File: config.mk
export PLATFORM = sky130hd
export DESIGN_NAME = adder_share_arb_flat
export DESIGN_NICKNAME = d
export VERILOG_FILES = /design/src/rtl/adder_share_arb_pkg.sv /design/src/rtl/adder_share_arb_if.sv /design/src/rtl/adder_share_arb_ap_adder.sv /design/src/rtl/adder_share_arb.sv /design/src/flat_wrapper.sv
export SDC_FILE = /design/constraint.sdc
export NUM_CORES = 1
export LEC_CHECK = 0
export ABC_AREA = 1
export BUFFER_PORTS_ARGS = -buffer_cell sky130_fd_sc_hd__buf_2
export CORE_MARGIN = 1
export CORE_UTILIZATION = 45
export CTS_CLUSTER_DIAMETER = 50
export CTS_CLUSTER_SIZE = 28
export DETAILED_ROUTE_END_ITERATION = 10
export PLACE_DENSITY = 0.86
export SLEW_MARGIN = 20
export SYNTH_ARGS = -nofsm -noshare
export SYNTH_HDL_FRONTEND = slang
export SYNTH_SLANG_ARGS = --single-unit
File: constraint.sdc
create_clock -name clk -period 6 [get_ports clk]
set_input_delay 0.9 -clock clk [delete_from_list [all_inputs] [get_ports clk]]
set_output_delay 0.9 -clock clk [all_outputs]
set_load 0.02 [all_outputs]
File: src/rtl/adder_share_arb_pkg.sv
// Shared constants and the round-robin pick helper for the adder-sharing arbiter.
// Segment boundaries of the approximate adder live here so the datapath and arbiter agree.
package adder_share_pkg;

    localparam int DATA_W     = 16;
    localparam int APX_LO_W   = 8;
    localparam int APX_HI_LSB = 4;
    localparam int MAX_REQ    = 8;
    localparam int PTR_W      = 3;

    typedef struct packed {
        logic             found;
        logic [PTR_W-1:0] idx;
    } rr_pick_t;

    // First valid index at or after ptr, searching cyclically over nreq requesters.
    function automatic rr_pick_t f_rr_pick(input logic [MAX_REQ-1:0] valid,
                                           input logic [PTR_W-1:0]   ptr,
                                           input int                 nreq);
        rr_pick_t r;
        int       k;
        r = '0;
        for (int off = 0; off < MAX_REQ; off++) begin
            k = int'(ptr) + off;
            if (k >= nreq) k = k - nreq;
            if (off < nreq && !r.found && valid[k]) begin
                r.found = 1'b1;
                r.idx   = PTR_W'(k);
            end
        end
        return r;
    endfunction

endpackage

File: src/rtl/adder_share_arb_if.sv
// Request/response bundle between requesters, the shared-adder arbiter and its consumer.
interface adder_share_arb_if
    import adder_share_pkg::*;
#(
    parameter int NREQ = 4,
    parameter int IDW  = 2
);
    logic [NREQ-1:0]        req_valid;
    logic [NREQ-1:0]        req_ready;
    logic [DATA_W*NREQ-1:0] req_a;
    logic [DATA_W*NREQ-1:0] req_b;
    logic [NREQ-1:0]        req_exact;
    logic                   rsp_valid;
    logic                   rsp_ready;
    logic [IDW-1:0]         rsp_id;
    logic [DATA_W-1:0]      rsp_sum;
    logic                   busy;

    modport master (
        output req_valid, req_a, req_b, req_exact, rsp_ready,
        input  req_ready, rsp_valid, rsp_id, rsp_sum, busy
    );

    modport slave (
        input  req_valid, req_a, req_b, req_exact, rsp_ready,
        output req_ready, rsp_valid, rsp_id, rsp_sum, busy
    );
endinterface

File: src/rtl/adder_share_arb_ap_adder.sv
// Segmented approximate adder: exact low byte, upper sum from bits [15:4] with A[0] folded in
// as a cheap carry guess; the low/high segments never propagate carries into each other.
module adder_share_arb_ap_adder
    import adder_share_pkg::*;
(
    input  logic [DATA_W-1:0] a,
    input  logic [DATA_W-1:0] b,
    output logic [DATA_W-1:0] sum
);
    localparam int HI_W = DATA_W - APX_HI_LSB;

    logic [APX_LO_W:0] sl;
    logic [HI_W:0]     sh;
    logic              unused_bits;

    assign sl = {1'b0, a[APX_LO_W-1:0]} + {1'b0, b[APX_LO_W-1:0]};
    assign sh = {1'b0, a[DATA_W-1:APX_HI_LSB]} + {1'b0, b[DATA_W-1:APX_HI_LSB]}
              + (HI_W+1)'(a[0]);

    // Upper byte comes from SH[11:4]; the overlap bits and both carry-outs are dropped.
    assign sum = {sh[HI_W-1:APX_LO_W-APX_HI_LSB], sl[APX_LO_W-1:0]};

    assign unused_bits = ^{sl[APX_LO_W], sh[HI_W], sh[APX_LO_W-APX_HI_LSB-1:0]};
endmodule

File: src/rtl/adder_share_arb.sv
// Round-robin arbiter sharing one approximate adder (plus an inline exact add) among NREQ
// requesters, with a single registered result stage and valid/ready on both sides.
module adder_share_arb
    import adder_share_pkg::*;
#(
    parameter int NREQ = 4,
    parameter int IDW  = 2
)
(
    input logic             clk,
    input logic             rst_n,
    adder_share_arb_if.slave bus
);
    logic [IDW-1:0]    ptr;
    logic [IDW-1:0]    ptr_nxt;
    logic [IDW-1:0]    id_sel;
    rr_pick_t          pick;
    logic              stage_free;
    logic              grant;
    logic              exact_sel;
    logic [NREQ-1:0]   ready;
    logic [DATA_W-1:0] a_sel, b_sel, ap_sum, ex_sum, sum_sel;

    logic              rsp_valid_q;
    logic [IDW-1:0]    rsp_id_q;
    logic [DATA_W-1:0] rsp_sum_q;

    assign stage_free = !rsp_valid_q || bus.rsp_ready;

    always_comb begin
        // NOTE: every output of this block gets a default first, so no path can infer a latch.
        pick      = f_rr_pick(MAX_REQ'(bus.req_valid), PTR_W'(ptr), NREQ);
        grant     = rst_n && stage_free && pick.found;
        ready     = '0;
        a_sel     = '0;
        b_sel     = '0;
        exact_sel = 1'b0;
        id_sel    = '0;
        ptr_nxt   = ptr;
        for (int i = 0; i < NREQ; i++) begin
            if (PTR_W'(i) == pick.idx) begin
                a_sel     = bus.req_a[i*DATA_W +: DATA_W];
                b_sel     = bus.req_b[i*DATA_W +: DATA_W];
                exact_sel = bus.req_exact[i];
                id_sel    = IDW'(i);
                ptr_nxt   = (i == NREQ - 1) ? '0 : IDW'(i + 1);
                ready[i]  = grant;
            end
        end
    end

    adder_share_arb_ap_adder i_ap_adder (
        .a   (a_sel),
        .b   (b_sel),
        .sum (ap_sum)
    );

    assign ex_sum  = a_sel + b_sel;
    assign sum_sel = exact_sel ? ex_sum : ap_sum;

    // A new grant overrides the drain, giving back-to-back results with no bubble.
    always_ff @(posedge clk or negedge rst_n) begin
        // NOTE: sequential state uses non-blocking assignments so all registers update together.
        if (!rst_n) begin
            rsp_valid_q <= 1'b0;
            rsp_id_q    <= '0;
            rsp_sum_q   <= '0;
            ptr         <= '0;
        end else if (grant) begin
            rsp_valid_q <= 1'b1;
            rsp_id_q    <= id_sel;
            rsp_sum_q   <= sum_sel;
            ptr         <= ptr_nxt;
        end else if (bus.rsp_ready) begin
            rsp_valid_q <= 1'b0;
        end
    end

    assign bus.req_ready = ready;
    assign bus.rsp_valid = rsp_valid_q;
    assign bus.rsp_id    = rsp_id_q;
    assign bus.rsp_sum   = rsp_sum_q;
    assign bus.busy      = rsp_valid_q || (|bus.req_valid);
endmodule

File: src/flat_wrapper.sv
// flat-port wrapper written by rule: the top's interface ports become plain ports
module adder_share_arb_flat import adder_share_pkg::*;
#(
    parameter int NREQ = 4,
    parameter int IDW  = 2
)
  (clk, rst_n, bus_req_valid, bus_req_a, bus_req_b, bus_req_exact, bus_rsp_ready, bus_req_ready, bus_rsp_valid, bus_rsp_id, bus_rsp_sum, bus_busy);
  adder_share_arb_if #(.NREQ(NREQ), .IDW(IDW)) bus_i ();
  input logic clk;
  input logic rst_n;
  input wire logic [$bits(bus_i.req_valid)-1:0] bus_req_valid;
  input wire logic [$bits(bus_i.req_a)-1:0] bus_req_a;
  input wire logic [$bits(bus_i.req_b)-1:0] bus_req_b;
  input wire logic [$bits(bus_i.req_exact)-1:0] bus_req_exact;
  input wire logic [$bits(bus_i.rsp_ready)-1:0] bus_rsp_ready;
  output wire logic [$bits(bus_i.req_ready)-1:0] bus_req_ready;
  output wire logic [$bits(bus_i.rsp_valid)-1:0] bus_rsp_valid;
  output wire logic [$bits(bus_i.rsp_id)-1:0] bus_rsp_id;
  output wire logic [$bits(bus_i.rsp_sum)-1:0] bus_rsp_sum;
  output wire logic [$bits(bus_i.busy)-1:0] bus_busy;
  assign bus_i.req_valid = bus_req_valid;
  assign bus_i.req_a = bus_req_a;
  assign bus_i.req_b = bus_req_b;
  assign bus_i.req_exact = bus_req_exact;
  assign bus_i.rsp_ready = bus_rsp_ready;
  assign bus_req_ready = bus_i.req_ready;
  assign bus_rsp_valid = bus_i.rsp_valid;
  assign bus_rsp_id = bus_i.rsp_id;
  assign bus_rsp_sum = bus_i.rsp_sum;
  assign bus_busy = bus_i.busy;
  adder_share_arb #(.NREQ(NREQ), .IDW(IDW)) u_core (.clk(clk), .rst_n(rst_n), .bus(bus_i));
endmodule
After elaboration in Yosys (flattened, before gate mapping)
Cells that the tools add are included.
W data, S select, Z words.

word-level totals
  bits in registers = 21
  input bits = 139
  output and inout bits = 24
  logic and storage cells = 88

operators by class
  $add $sub $neg = 11
  $lt $le $gt $ge = 8
  equality and inequality tests = 3
  multiplexer cells = 46
  reduce and logical (&&, ||, !) cells = 16

operators by type and width
  kind                     count
  $mux W16                 9
  $lt A32 B5 Y1 const B    4
  $mux W32                 4
  $ge A32 B4 Y1 const B    3
  $sub A32 B4 Y32 const B  3
  $mux W1                  19
  $add A16 B16 Y16         1
  $mux W4                  4
  $add A12 B1 Y12          1
  $add A12 B12 Y12         1
  $bmux W1 S3              4
  $mux W2                  6
  $add A8 B8 Y8            1
  $add A2 B2 Y3 const B    2
  $eq A2 B3 Y1 const A     2
  $logic_and A1 B1 Y1      5
  $logic_not A1 Y1         4
  $reduce_bool A4 Y1       1
  $reduce_or A4 Y1         1
  $sub A2 B3 Y4 const B    1
  $add A2 B1 Y3 const B    1
  $eq A1 B3 Y1 const A     1
  $ge A2 B3 Y1 const B     1
  $logic_not A3 Y1         1
  3 further kinds          4

Longest topological paths before layout
Gate-level depths: netlist of the first run.

  word-level depth = 23
  gate-level depth with buffers = 31
  gate-level depth less buffers = 30

Hierarchy
From an unflattened synthesis of the first run, not the netlist that was laid out.

unflattened totals
  cells, all modules = 641
  area, all modules = 3846.2 µm²

by module, submodules not included
  module                    times used  cells an instance  area each (µm²)  sequential area each (µm²)
  adder_share_arb           1           497                3014.1           525.5
  adder_share_arb_ap_adder  1           144                832.0            0.0

Worst setup path after synthesis of the first run
Ideal clock, no wire load.

  path kind = in2reg
  from = input port bus_req_valid[3]
  to = register u_core.rsp_sum_q[12], in the netlist u_core.bus.rsp_sum[12]
  setup time = 0.118 ns
  data arrival time = 4.321 ns
  data required time = 5.882 ns
  slack = 1.561 ns
  stages = 28
  buffers on the path = 2
  cell sequence = inv_1 > nand2_1 > nand3_1 > nand2_1 > a21oi_2 > nor2_2 > a21oi_4 > nand2_2 > nor2_2 > buf_2 > buf_1 > nand2_1 > nand3_1 > ha_1 > inv_1 > fa_1 > o21ai_0 > a21oi_1 > o21ai_0 > nand2_1 > nand2_1 > nand3_1 > nand2_1 > inv_1 > nand2_1 > nand2_1 > nand3_1 > nand2_1

on the way
  word-level cells in the longest chain between the ends = 21
  elaborated cells on any way between the ends = 43
  classes of those cells = add/sub (3); eq/ne (3); mux (29); reduce/logical (8)

RTL lines
  item                                        RTL line                        RTL
  from (decl)                                 flat_wrapper.sv:11              input wire logic [$bits(bus_i.req_valid)-1:0] bus_req_valid;
  $bmux W1 S3                                 adder_share_arb_pkg.sv:26       if (off < nreq && !r.found && valid[k]) begin
  $mux W1 (not written as such) (2 in a row)  adder_share_arb_pkg.sv:26
  $mux W4                                     adder_share_arb_pkg.sv:26
  $logic_not A1 Y1                            adder_share_arb_pkg.sv:26
  $logic_and A1 B1 Y1                         adder_share_arb_pkg.sv:26
  $mux W4                                     adder_share_arb_pkg.sv:26
  $logic_not A1 Y1                            adder_share_arb_pkg.sv:26
  $logic_and A1 B1 Y1                         adder_share_arb_pkg.sv:26
  $mux W4                                     adder_share_arb_pkg.sv:26
  $logic_not A1 Y1                            adder_share_arb_pkg.sv:26
  $logic_and A1 B1 Y1                         adder_share_arb_pkg.sv:26
  $mux W4 *                                   adder_share_arb_pkg.sv:26
  $logic_not A3 Y1                            adder_share_arb.sv:41           if (PTR_W'(i) == pick.idx) begin
  $mux W16 (4 in a row)                       adder_share_arb.sv:41
  $add A12 B12 Y12                            adder_share_arb_ap_adder.sv:17  assign sh = {1'b0, a[DATA_W-1:APX_HI_LSB]} + {1'b0, b[DATA_W-1:APX_HI_LSB]}
  $add A12 B1 Y12                             adder_share_arb_ap_adder.sv:18  + (HI_W+1)'(a[0]);
  $mux W16                                    adder_share_arb.sv:59           assign sum_sel = exact_sel ? ex_sum : ap_sum;
  to (signal assigned)                        adder_share_arb.sv:72           rsp_sum_q <= sum_sel;
  to (decl)                                   adder_share_arb.sv:26           logic [DATA_W-1:0] rsp_sum_q;

Mark *: on every way between the ends. The rest lies on a longest branch, timed or not. The select of a mux whose other input is x is not followed.
A chain may end at the register's enable or synchronous reset.

Worst setup path in the final report of the first run
  from = register u_core.ptr[0]
  to = register u_core.rsp_sum_q[12], in the netlist u_core.bus.rsp_sum[12]

on the way
  word-level cells in the longest chain between the ends = 23
  elaborated cells on any way between the ends = 58
  classes of those cells = add/sub (10); order compare (4); eq/ne (3); mux (33); reduce/logical (8)

RTL lines
  item                                                      RTL line                        RTL
  from (decl)                                               adder_share_arb.sv:14           logic [IDW-1:0] ptr;
  from (signal assigned)                                    adder_share_arb.sv:73           ptr <= ptr_nxt;
  branches (longest 14 deep; another with $sub A32 B4 Y32)  --
  $mux W4 *                                                 adder_share_arb_pkg.sv:26
  $logic_not A3 Y1                                          adder_share_arb.sv:41
  $mux W16 (4 in a row)                                     adder_share_arb.sv:41
  $add A12 B12 Y12                                          adder_share_arb_ap_adder.sv:17
  $add A12 B1 Y12                                           adder_share_arb_ap_adder.sv:18
  $mux W16                                                  adder_share_arb.sv:59

Every way passes the cells marked *. The select of a mux whose other input is x is not followed.

==> reports/metrics.cfg, run 1 <==
[timing]
period_minus_slack_ns = 5.02
tightest_slew_ns = 0.549
rsz0062_at_grt = false
setup_viol = 0
period_share = 0.836
clock_skew_ns = 0.00230
hold_violations = 0
drv_slew = 0
fmax_mhz = 199
slew_headroom = 0.634
fin_setup_tns_ns = 0

[cells_and_area]
diodes = 0
multi_input_area_um2 = 2030
area_growth_syn_to_layout_pct = 32.9
regArea_um2 = 526
nNetsFinal = 762
final_layout_size_suffix_gt1_frac = 0.331
fillers = 581
fin_cells = 676
post-route-util = 0.621

[routing]
antenna_left = 0
routed_wl_um = 9430
drt_first_iter_violations = 239
wire_per_inst_um = 13.9
vias = 3669
viasPerCell = 5.43
drt_pass1_iterations = 5
drc = 0

[setup_path]
worstPathArrival_ns = 5.18
start_kind = flip-flop
slowest_stage = dfrtp_1
crit_top_cell = nand2_1
cp-end-kind = flip-flop
timing.setup.critical_path_class = flip-flop to flip-flop
cp_max_fo = 29
worst_ep_required_time_ns = 6.16
critical-path-max-stage-delay_ns = 0.57

[global_route]
grt_max_degree = 33
antenna_found_initial = 0
grt_use_met2 = 0.517
grt_pass1_vias = 3388
use_met3 = 0.0170
grt.busiest_layer = met2
grt_overflow = 0
grt_pass1_wl_um = 14900
track_usage = 0.290
grtUsageMet1 = 0.366

[clock_tree]
cts_setup_buffers = 0
cts_resized = 0
numCtsBuffers = 3
ctsHtreeMaxLevel = 1
cts.sinks = 21
hold_buffers = 0
clkTransAtPathRegs_ns = 0.08
clock_latency_ns = 0.27
cts_tree = built
clockBufferDepth = 2
cts_root_buffer = clkbuf_8

[yosys]
async_flop_share = 1.00
synth_fp_nets = 607
syn_inst = 447
synth-main-ff-cell = dfrtp_1
synthesis.area_um2 = 2780
ys_seq_elements = 21
ys_warn_count = 0
syn_area_per_cell_um2 = 6.22
yosysSeqAreaShare = 0.189
synth_edf_count = 0
synthDistinctLibCells = 38

[floorplanning]
rows = 28
die_h_um = 80.6
coreArea_um2 = 5960
die-area_um2 = 6500
initial_utilization = 0.467
die_w_um = 80.6
io-pin-count = 163

[hold_path]
hold_class = flip-flop to flip-flop

[placed_design]
dpl.cell_count = 672
place.gp.congestion = 0.936
io_buffer_count = 162
dpl.hpwl_um = 7820

[run]
cap_viol_max_count = 0

[outcome]
status = finished, final reports clean

-- worst max-delay path, delay by kind of cell (launching register included) --
kind / cells / cell delay, ns
AO/OA/AOI/OAI: 7 / 1.56
adder cells (fa/ha/maj): 3 / 0.93
buffers and inverters: 5 / 0.71
flip-flops: 1 / 0.57
AND/OR/NAND/NOR: 13 / 1.13
-- cells in the final DEF, fill, tap and decap left out, types with 3 or more instances in the layout --
master and n:
a21oi_1 18, a22oi_1 29, a31oi_1 4, buf_2 162, buf_4 3, clkbuf_8 3
dfrtp_1 21, ha_1 20, inv_1 38, inv_2 4, nand2_1 151, nand2_2 12
nand3_1 55, nand4_1 8, nor2_1 17, nor2_2 3, nor3_1 4, o21ai_0 18
xnor2_1 5, xor2_1 3
-- registers in the layout, indices dropped and copies added (netlist names) --
signal	flops
u_core.bus.rsp_sum	16
u_core.bus.rsp_id	2
u_core.ptr	2
u_core.bus.rsp_valid	1
-- kinds of logic after synthesis --
logic type	count (synthesis)	synth area share
AO/OA/AOI/OAI	82	0.199
buffers and inverters	58	0.0801
AND/OR/NAND/NOR	257	0.409
flip-flops	21	0.189
adder cells (fa/ha/maj)	21	0.0972
XOR/XNOR	8	0.0252
-- through the flow --
step / worst slack (ns) / area, um2 / hold WS [ns]
floorplan: 1.56 / 2780 / 0.591
global placement: 1.29 / 3650 / 0.460
detailed placement: 1.04 / 3650 / 0.464
CTS: 1.07 / 3700 / 0.485
global route: 0.564 / 3700 / 0.509
finish: 0.985 / 3700 / 0.482
-- routing by layer --
layer | vias to the layer above | wire, um | share of wire
li1 | 1821 | - | -
met1 | 1658 | 3920 | 0.42
met2 | 169 | 4740 | 0.50
met3 | 21 | 572 | 0.061
met4 | 0 | 195 | 0.021
met5 | - | 0 | 0
-- final timing paths --
| path | start | endpoint | slack [ns] | depth (start not counted) |
|---|---|---|---|---|
| worst max-delay path | u_core.ptr[0] | u_core.bus.rsp_sum[12] | 0.98 | 28 |
| worst min-delay path | u_core.bus.rsp_sum[8] | u_core.bus.rsp_sum[8] | 0.48 | 2 |
| worst max register to register | u_core.ptr[0] | u_core.bus.rsp_sum[12] | 0.98 | 28 |
| worst min register to register | u_core.bus.rsp_sum[8] | u_core.bus.rsp_sum[8] | 0.48 | 2 |
| max in group asynchronous | rst_n | u_core.ptr[0] | 5.09 | 1 |
| min in group asynchronous | rst_n | u_core.bus.rsp_sum[7] | 0.58 | 1 |
-- layout make-up --
cell class,count,area share
clock inverters,1,0.00135
repair buffers,165,0.225
multi-input cells,368,0.550
flip-flops and latches,21,0.142
well taps,75,0.0254
inverters,43,0.0443
clock buffers,3,0.0112
-- synth_stat cells (2+ instances only) --
master      n  share of area
dfrtp_1    21           0.19
a22oi_1    29          0.078
ha_1       20          0.090
nand2_1   151           0.20
nand3b_1    2         0.0054
o21ai_0    18          0.032
nand3_2     2         0.0072
clkbuf_1    7         0.0094
o21ai_1     2         0.0036
nand3_1    55          0.099
a31oi_1     4         0.0090
buf_2       2         0.0036
a21oi_1    18          0.032
nand2_2    12          0.027
inv_1      38          0.051
nand4_1     8          0.018
xor2_1      3         0.0094
nor3_1      4         0.0072
buf_1       6         0.0081
nor2_2      3         0.0067
nor2_4      2         0.0081
nor2_1     17          0.023
inv_2       4         0.0054
xnor2_1     5          0.016
Power of run 1 is not shown: default switching activity piles up to over one toggle a cycle in this logic, so the estimate is an artifact.
==> run 2, diff against run 1 <==
--- a/config.mk
+++ b/config.mk
@@ -5,14 +5,14 @@
 export SDC_FILE = /design/constraint.sdc
 export NUM_CORES = 1
 export LEC_CHECK = 0
-export ABC_AREA = 1
+export ABC_AREA = 0
 export BUFFER_PORTS_ARGS = -buffer_cell sky130_fd_sc_hd__buf_2
 export CORE_MARGIN = 1
-export CORE_UTILIZATION = 45
+export CORE_UTILIZATION = 47
 export CTS_CLUSTER_DIAMETER = 50
 export CTS_CLUSTER_SIZE = 28
 export DETAILED_ROUTE_END_ITERATION = 10
-export PLACE_DENSITY = 0.86
+export PLACE_DENSITY = 0.87
 export SLEW_MARGIN = 20
 export SYNTH_ARGS = -nofsm -noshare
 export SYNTH_HDL_FRONTEND = slang
==> constraint.sdc (replaced) <==
create_clock -name clk -period 5.23 [get_ports clk]
set_input_delay 0.7845 -clock clk [delete_from_list [all_inputs] [get_ports clk]]
set_output_delay 0.7845 -clock clk [all_outputs]
set_load 0.02 [all_outputs]
==> run 2 against run 1 <==
  * Count of clock-buffer cells in the layout is the same
  * First-iteration DRC count rose by 41%
  * Via count is 6.7% higher
  * Largest cell class unchanged
==> reports/metrics.cfg, run 2 <==
[clock_tree]
hold_buffers = 0  ; unchanged
cts.sinks = 21  ; unchanged
cts_root_buffer = clkbuf_8  ; unchanged
clockBufferDepth = 2  ; unchanged
clkTransAtPathRegs_ns = 0.08  ; about the same
cts_tree = built  ; unchanged
clock_latency_ns = 0.26  ; was 0.27 ns
ctsHtreeMaxLevel = 1  ; unchanged
numCtsBuffers = 3  ; unchanged

[yosys]
synthAdderAreaFrac = 0.0881  ; was 0.0972
synth_common_cells = nand2_1 (54), o21ai_0 (44), a22oi_1 (38), a21oi_1 (29), nor2_1 (28)  ; was nand2_1 (151), nand3_1 (55), inv_1 (38), a22oi_1 (29), dfrtp_1 (21)
synthDistinctLibCells = 67  ; was 38
synth.largest_area_cell = dfrtp_1  ; was nand2_1
synth_top_family_by_area = compound AO/OA/AOI/OAI gates  ; was simple AND/OR/NAND/NOR gates
synth_mux_area_frac = 0.0473  ; was 0
syn_inst = 406  ; was 447
async_flop_share = 1.00  ; unchanged
syn_area_per_cell_um2 = 7.55  ; was 6.22 um2
synth_edf_count = 0  ; unchanged
yosysSeqAreaShare = 0.171  ; was 0.189
netlist.area_leader.share = 0.171  ; was 0.204
synth-main-ff-cell = dfrtp_1  ; unchanged
ys_warn_count = 0  ; unchanged
yosys.area_share.simple = 0.195  ; was 0.409
synthesis.area_um2 = 3070  ; was 2780 um2
synthXorXnorAreaFrac = 0.0171  ; was 0.0252
synth_compound_area_frac = 0.432  ; was 0.199
ys_seq_elements = 21  ; unchanged
synth.area.top_cells = dfrtp_1 (17%), a22oi_1 (9.3%), ha_1 (8.2%), o21ai_0 (7.2%), nand2_1 (6.6%)  ; was nand2_1 (20%), dfrtp_1 (19%), nand3_1 (9.9%), ha_1 (9.0%), a22oi_1 (7.8%)
yosysMostFrequentCell = nand2_1  ; unchanged
synth_fp_nets = 566  ; was 607

[global_route]
track_usage = 0.317  ; was 0.290
grt_pass1_wl_um = 16700  ; was 14,900 um
antenna_found_initial = 0  ; unchanged
grt_overflow = 0  ; unchanged
grt_pass1_vias = 3469  ; was 3,388
grt_max_degree = 37  ; was 33

[setup_path]
start_kind = flip-flop  ; unchanged
regToRegEndpoint = u_core.bus.rsp_sum[12]  ; unchanged
cp-end-kind = flip-flop  ; unchanged
r2r_start = u_core.ptr[1]  ; was u_core.ptr[0]
worst_ep_required_time_ns = 5.39  ; was 6.16 ns
rr_worst_depth = 22  ; was 28
timing.setup.critical_path_class = flip-flop to flip-flop  ; unchanged
worstSetupStartpoint = u_core.ptr[1]  ; was u_core.ptr[0]
cp_max_fo = 17  ; was 29
worstPathArrival_ns = 4.98  ; was 5.18 ns
ff2ff_setup_slack_ns = 0.42  ; was 0.98 ns

[routing]
drc = 0  ; unchanged
viasPerCell = 6.11  ; was 5.43
vias = 3915  ; was 3,669
antenna_left = 0  ; unchanged
wire_per_inst_um = 16.9  ; was 13.9 um
drt_first_iter_violations = 336  ; was 239
drt_pass1_iterations = 7  ; was 5
routed_wl_um = 10800  ; was 9430 um

[timing]
setup_viol = 0  ; unchanged
drv_slew = 0  ; unchanged
period_share = 0.920  ; was 0.836
tightest_slew_ns = 0.764  ; was 0.549 ns
setup_slack_ns = 0.418  ; was 0.985 ns
rsz0062_at_grt = false  ; unchanged
period_minus_slack_ns = 4.81  ; was 5.02 ns
hold_violations = 0  ; unchanged
clock_skew_ns = 0.00720  ; was 0.00230 ns
fin_setup_tns_ns = 0  ; unchanged
slew_headroom = 0.489  ; was 0.634
fmax_mhz = 208  ; was 199 MHz

[outcome]
status = finished, final reports clean  ; unchanged

[run]
cap_viol_max_count = 0  ; unchanged

[floorplanning]
die_w_um = 82.8  ; was 80.6 um
die_h_um = 82.8  ; was 80.6 um
coreArea_um2 = 6310  ; was 5960 um2
initial_utilization = 0.486  ; was 0.467
rows = 29  ; was 28
die-area_um2 = 6850  ; was 6500 um2
io-pin-count = 163  ; unchanged

[cells_and_area]
area_growth_syn_to_layout_pct = 32.7  ; was 32.9%
final_layout_size_suffix_gt1_frac = 0.367  ; was 0.331
final_cell_mix = buf_2 (162), nand2_1 (54), o21ai_0 (43)  ; was buf_2 (162), nand2_1 (151), nand3_1 (55)
final_common_cell = buf_2  ; unchanged
final_cell_area_um2 = 4070  ; was 3700 um2
nNetsFinal = 725  ; was 762
largest_reg_flops = 16  ; unchanged
diodes = 0  ; unchanged

[placed_design]
placed_cell_area_um2 = 3980  ; was 3650 um2
place.gp.congestion = 0.973  ; was 0.936
place_ws_ns = 0.160  ; was 1.04 ns
io_buffer_count = 162  ; unchanged
dpl.hpwl_um = 8960  ; was 7820 um

[hold_path]
hold_class = primary input to asynchronous set/reset pin  ; was flip-flop to flip-flop

-- run 2: how the worst max path moves through the flow --
stage                             end  slack, ns
5_1_grt        u_core.bus.rsp_sum[12]       0.05
3_3_place_gp   u_core.bus.rsp_sum[12]       0.31
4_1_cts        u_core.bus.rsp_sum[12]       0.12
2_1_floorplan  u_core.bus.rsp_sum[12]       0.03
6_report       u_core.bus.rsp_sum[12]       0.42
3_5_place_dp   u_core.bus.rsp_sum[12]       0.16
-- run 2: cells by family after synthesis --
kind of cell / after synthesis
compound gates: 186
simple gates: 125
buf+inv: 36
fa+ha+maj: 21
flops: 21
mux: 11
xor+xnor: 6
-- run 2: area by class of cell --
class	instances	area, um2
fillers	579	2240
clock buffers	3	41.3
multi-input cells	349	2420
clock inverters	1	7.51
inverters	10	37.5
well taps	77	96.3
repair buffers	180	946
flip-flops and latches	21	526
-- run 2: critical path: stages, from the launching register on --
cell and delay [ns]:
dfrtp_1 0.35, inv_1 0.11, ha_2 0.46, mux2_1 0.37, a22o_1 0.27, nand2_1 0.15, o22a_1 0.27, buf_4 0.25
nand4_1 0.17, o211ai_1 0.13, ha_1 0.19, inv_1 0.05, fa_1 0.39, nor2b_1 0.12, o21ai_0 0.10, a21boi_1 0.29
o21ai_2 0.12, a21boi_1 0.22, o21a_1 0.14, o211ai_1 0.08, a21oi_1 0.19, nor4_1 0.07, o31ai_1 0.22
-- run 2: routing by layer --
layer  global-route usage  wire, um
met1                0.444      4680
met2                0.513      5270
met3               0.0208       678
met4                0.105       221
met5                    0         0
-- run 2: what timing repair did --
item	in CTS	in global routing
endpoints found under the setup margin	0	2
gates resized for setup	0	8
hold endpoints to repair	0	0
setup buffers	0	2
-- run 2: per-stage QoR --
step / utilization / hold slack (ns) / instances
floorplan: - / 0.489 / 406
global placement: 0.631 / 0.451 / 635
detailed placement: 0.631 / 0.458 / 635
CTS: 0.638 / 0.477 / 639
global route: 0.645 / 0.498 / 641
finish: 0.645 / 0.468 / 641
Power of run 2 is left out for the same reason.
==> run 3, diff against run 2 <==
--- a/config.mk
+++ b/config.mk
@@ -12,7 +12,7 @@
 export CTS_CLUSTER_DIAMETER = 50
 export CTS_CLUSTER_SIZE = 28
 export DETAILED_ROUTE_END_ITERATION = 10
-export PLACE_DENSITY = 0.87
+export PLACE_DENSITY = 0.91
 export SLEW_MARGIN = 20
 export SYNTH_ARGS = -nofsm -noshare
 export SYNTH_HDL_FRONTEND = slang
==> run 3 against run 2 <==
  * Critical endpoint unchanged
  * Die area stayed put
  * Design area about the same
  * Largest cell class unchanged
  * Core utilization rose by 0.059 points
  * Via count grew 2.6%
  * Setup slack got worse by 0.10 ns
  * Critical path depth unchanged
  * Global-route usage decreased by 0.099 points
  * Clock skew fell by 0.0055 ns
  * Sequential cell count unchanged
  * First-iteration DRC count up 29%
  * Highest routed layer unchanged
  * Final cell count up 0.47%
  * Non-clock buffer count rose by 3
==> reports/metrics.cfg, run 3 (synthesis gave the netlist of run 2 again) <==
[outcome]
status = finished, final reports clean  ; unchanged

[placed_design]
place_ws_ns = 0.148  ; was 0.160 ns
place.gp.congestion = 0.944  ; was 0.973
io_buffer_count = 162  ; unchanged
dpl.hpwl_um = 8930  ; was 8960 um

[timing]
tightest_slew_ns = 0.787  ; was 0.764 ns
period_minus_slack_ns = 4.91  ; was 4.81 ns
rsz0062_at_grt = false  ; unchanged
period_share = 0.939  ; was 0.920
drv_slew = 0  ; unchanged
clock_skew_ns = 0.00167  ; was 0.00720 ns
fin_setup_tns_ns = 0  ; unchanged
setup_viol = 0  ; unchanged
fmax_mhz = 204  ; was 208 MHz
slew_headroom = 0.474  ; was 0.489
hold_slack_ns = 0.465  ; was 0.468 ns
hold_violations = 0  ; unchanged
setup_slack_ns = 0.317  ; was 0.418 ns

[clock_tree]
numCtsBuffers = 3  ; unchanged
cts.sinks = 21  ; unchanged
cts_root_buffer = clkbuf_8  ; unchanged
clock_latency_ns = 0.26  ; about the same
ctsHtreeMaxLevel = 1  ; unchanged
hold_buffers = 0  ; unchanged
clockBufferDepth = 2  ; unchanged
cts_setup_buffers = 0  ; unchanged
clkTransAtPathRegs_ns = 0.07  ; was 0.08 ns
cts_tree = built  ; unchanged
cts_resized = 0  ; unchanged

[cells_and_area]
post-route-util = 0.645  ; about the same
final_common_cell = buf_2  ; unchanged
area_growth_syn_to_layout_pct = 32.8  ; was 32.7%
final_cell_mix = buf_2 (162), nand2_1 (54), o21ai_0 (43)  ; unchanged
nNetsFinal = 728  ; was 725
diodes = 0  ; unchanged
largest_reg_flops = 16  ; unchanged
final_layout_size_suffix_gt1_frac = 0.365  ; was 0.367

[global_route]
grt_overflow = 0  ; unchanged
track_usage = 0.316  ; was 0.317
grt_max_degree = 38  ; was 37
grt_pass1_vias = 3626  ; was 3,469
antenna_found_initial = 0  ; unchanged
grt_pass1_wl_um = 16600  ; was 16,700 um

[routing]
routed_wl_um = 11200  ; was 10,800 um
drt_first_iter_violations = 433  ; was 336
viasPerCell = 6.24  ; was 6.11
drc = 0  ; unchanged
antenna_left = 0  ; unchanged
drt_pass1_iterations = 5  ; was 7
wire_per_inst_um = 17.4  ; was 16.9 um
vias = 4016  ; was 3,915

[setup_path]
worstPathArrival_ns = 5.08  ; was 4.98 ns
start_kind = flip-flop  ; unchanged
cp_max_fo = 8  ; was 17
worst_ep_required_time_ns = 5.40  ; was 5.39 ns
timing.setup.critical_path_class = flip-flop to flip-flop  ; unchanged
cp-end-kind = flip-flop  ; unchanged

[hold_path]
hold_class = flip-flop to flip-flop  ; was primary input to asynchronous set/reset pin

[floorplanning]
die-area_um2 = 6850  ; unchanged
initial_utilization = 0.486  ; unchanged
die_w_um = 82.8  ; unchanged
io-pin-count = 163  ; unchanged
die_h_um = 82.8  ; unchanged
rows = 29  ; unchanged
coreArea_um2 = 6310  ; unchanged

[run]
cap_viol_max_count = 0  ; unchanged

==> run 3: changes by cell type in the layout (fill, tap and decap cells not counted), sizes merged <==
cell / delta
clkinvlp: -1
buf: +3
clkbuf: +1
==> run 3: metrics by stage <==
step,instances,area (um2)
after floorplan,406,3070
after global placement,640,4020
after detailed placement,640,4020
after CTS,644,4060
after global routing,644,4070
final,644,4070
==> run 3: final cells by class <==
cell class / instances / area (um2)
Clock buffer: 4 / 45.0
Fill cell: 582 / 2240
Inverter: 10 / 37.5
Multi-Input combinational cell: 349 / 2400
Sequential cell: 21 / 526
Tap cell: 77 / 96.3
Timing Repair Buffer: 183 / 968
==> run 3: layer usage <==
layer | vias to the layer above | track usage | wire (um)
met1 | 1869 | 0.417 | 4670
li1 | 1868 | - | -
met2 | 237 | 0.520 | 5320
met5 | - | 0 | 0
met3 | 42 | 0.0470 | 907
met4 | 0 | 0.114 | 334
==> run 3: path summary, 6_finish.rpt <==
check,endpoint,cells after the start,start,slack (ns)
max,u_core.bus.rsp_sum[12],22,u_core.ptr[1],0.32
max reg2reg,u_core.bus.rsp_sum[12],22,u_core.ptr[1],0.32
min in group asynchronous,u_core.bus.rsp_id[0],1,rst_n,0.48
min reg2reg,u_core.bus.rsp_id[1],2,u_core.bus.rsp_id[1],0.46
min,u_core.bus.rsp_id[1],2,u_core.bus.rsp_id[1],0.46
max in group asynchronous,u_core.bus.rsp_sum[15],1,rst_n,4.43
==> run 3: critical path, stage by stage (launching register included) <==
cell	delay, ns
dfrtp_1	0.38
inv_1	0.18
ha_1	0.32
buf_4	0.19
nor4bb_1	0.14
a311oi_2	0.36
a21o_1	0.21
o22a_1	0.28
mux2i_1	0.33
o211ai_1	0.15
ha_1	0.24
inv_1	0.08
fa_1	0.20
nor2b_1	0.05
o21ai_0	0.25
a21boi_1	0.17
o21ai_1	0.28
a21boi_1	0.14
o21a_1	0.18
o211ai_1	0.15
a21oi_1	0.11
o31a_1	0.29
o31ai_1	0.18
Power of run 3 is left out for the same reason.
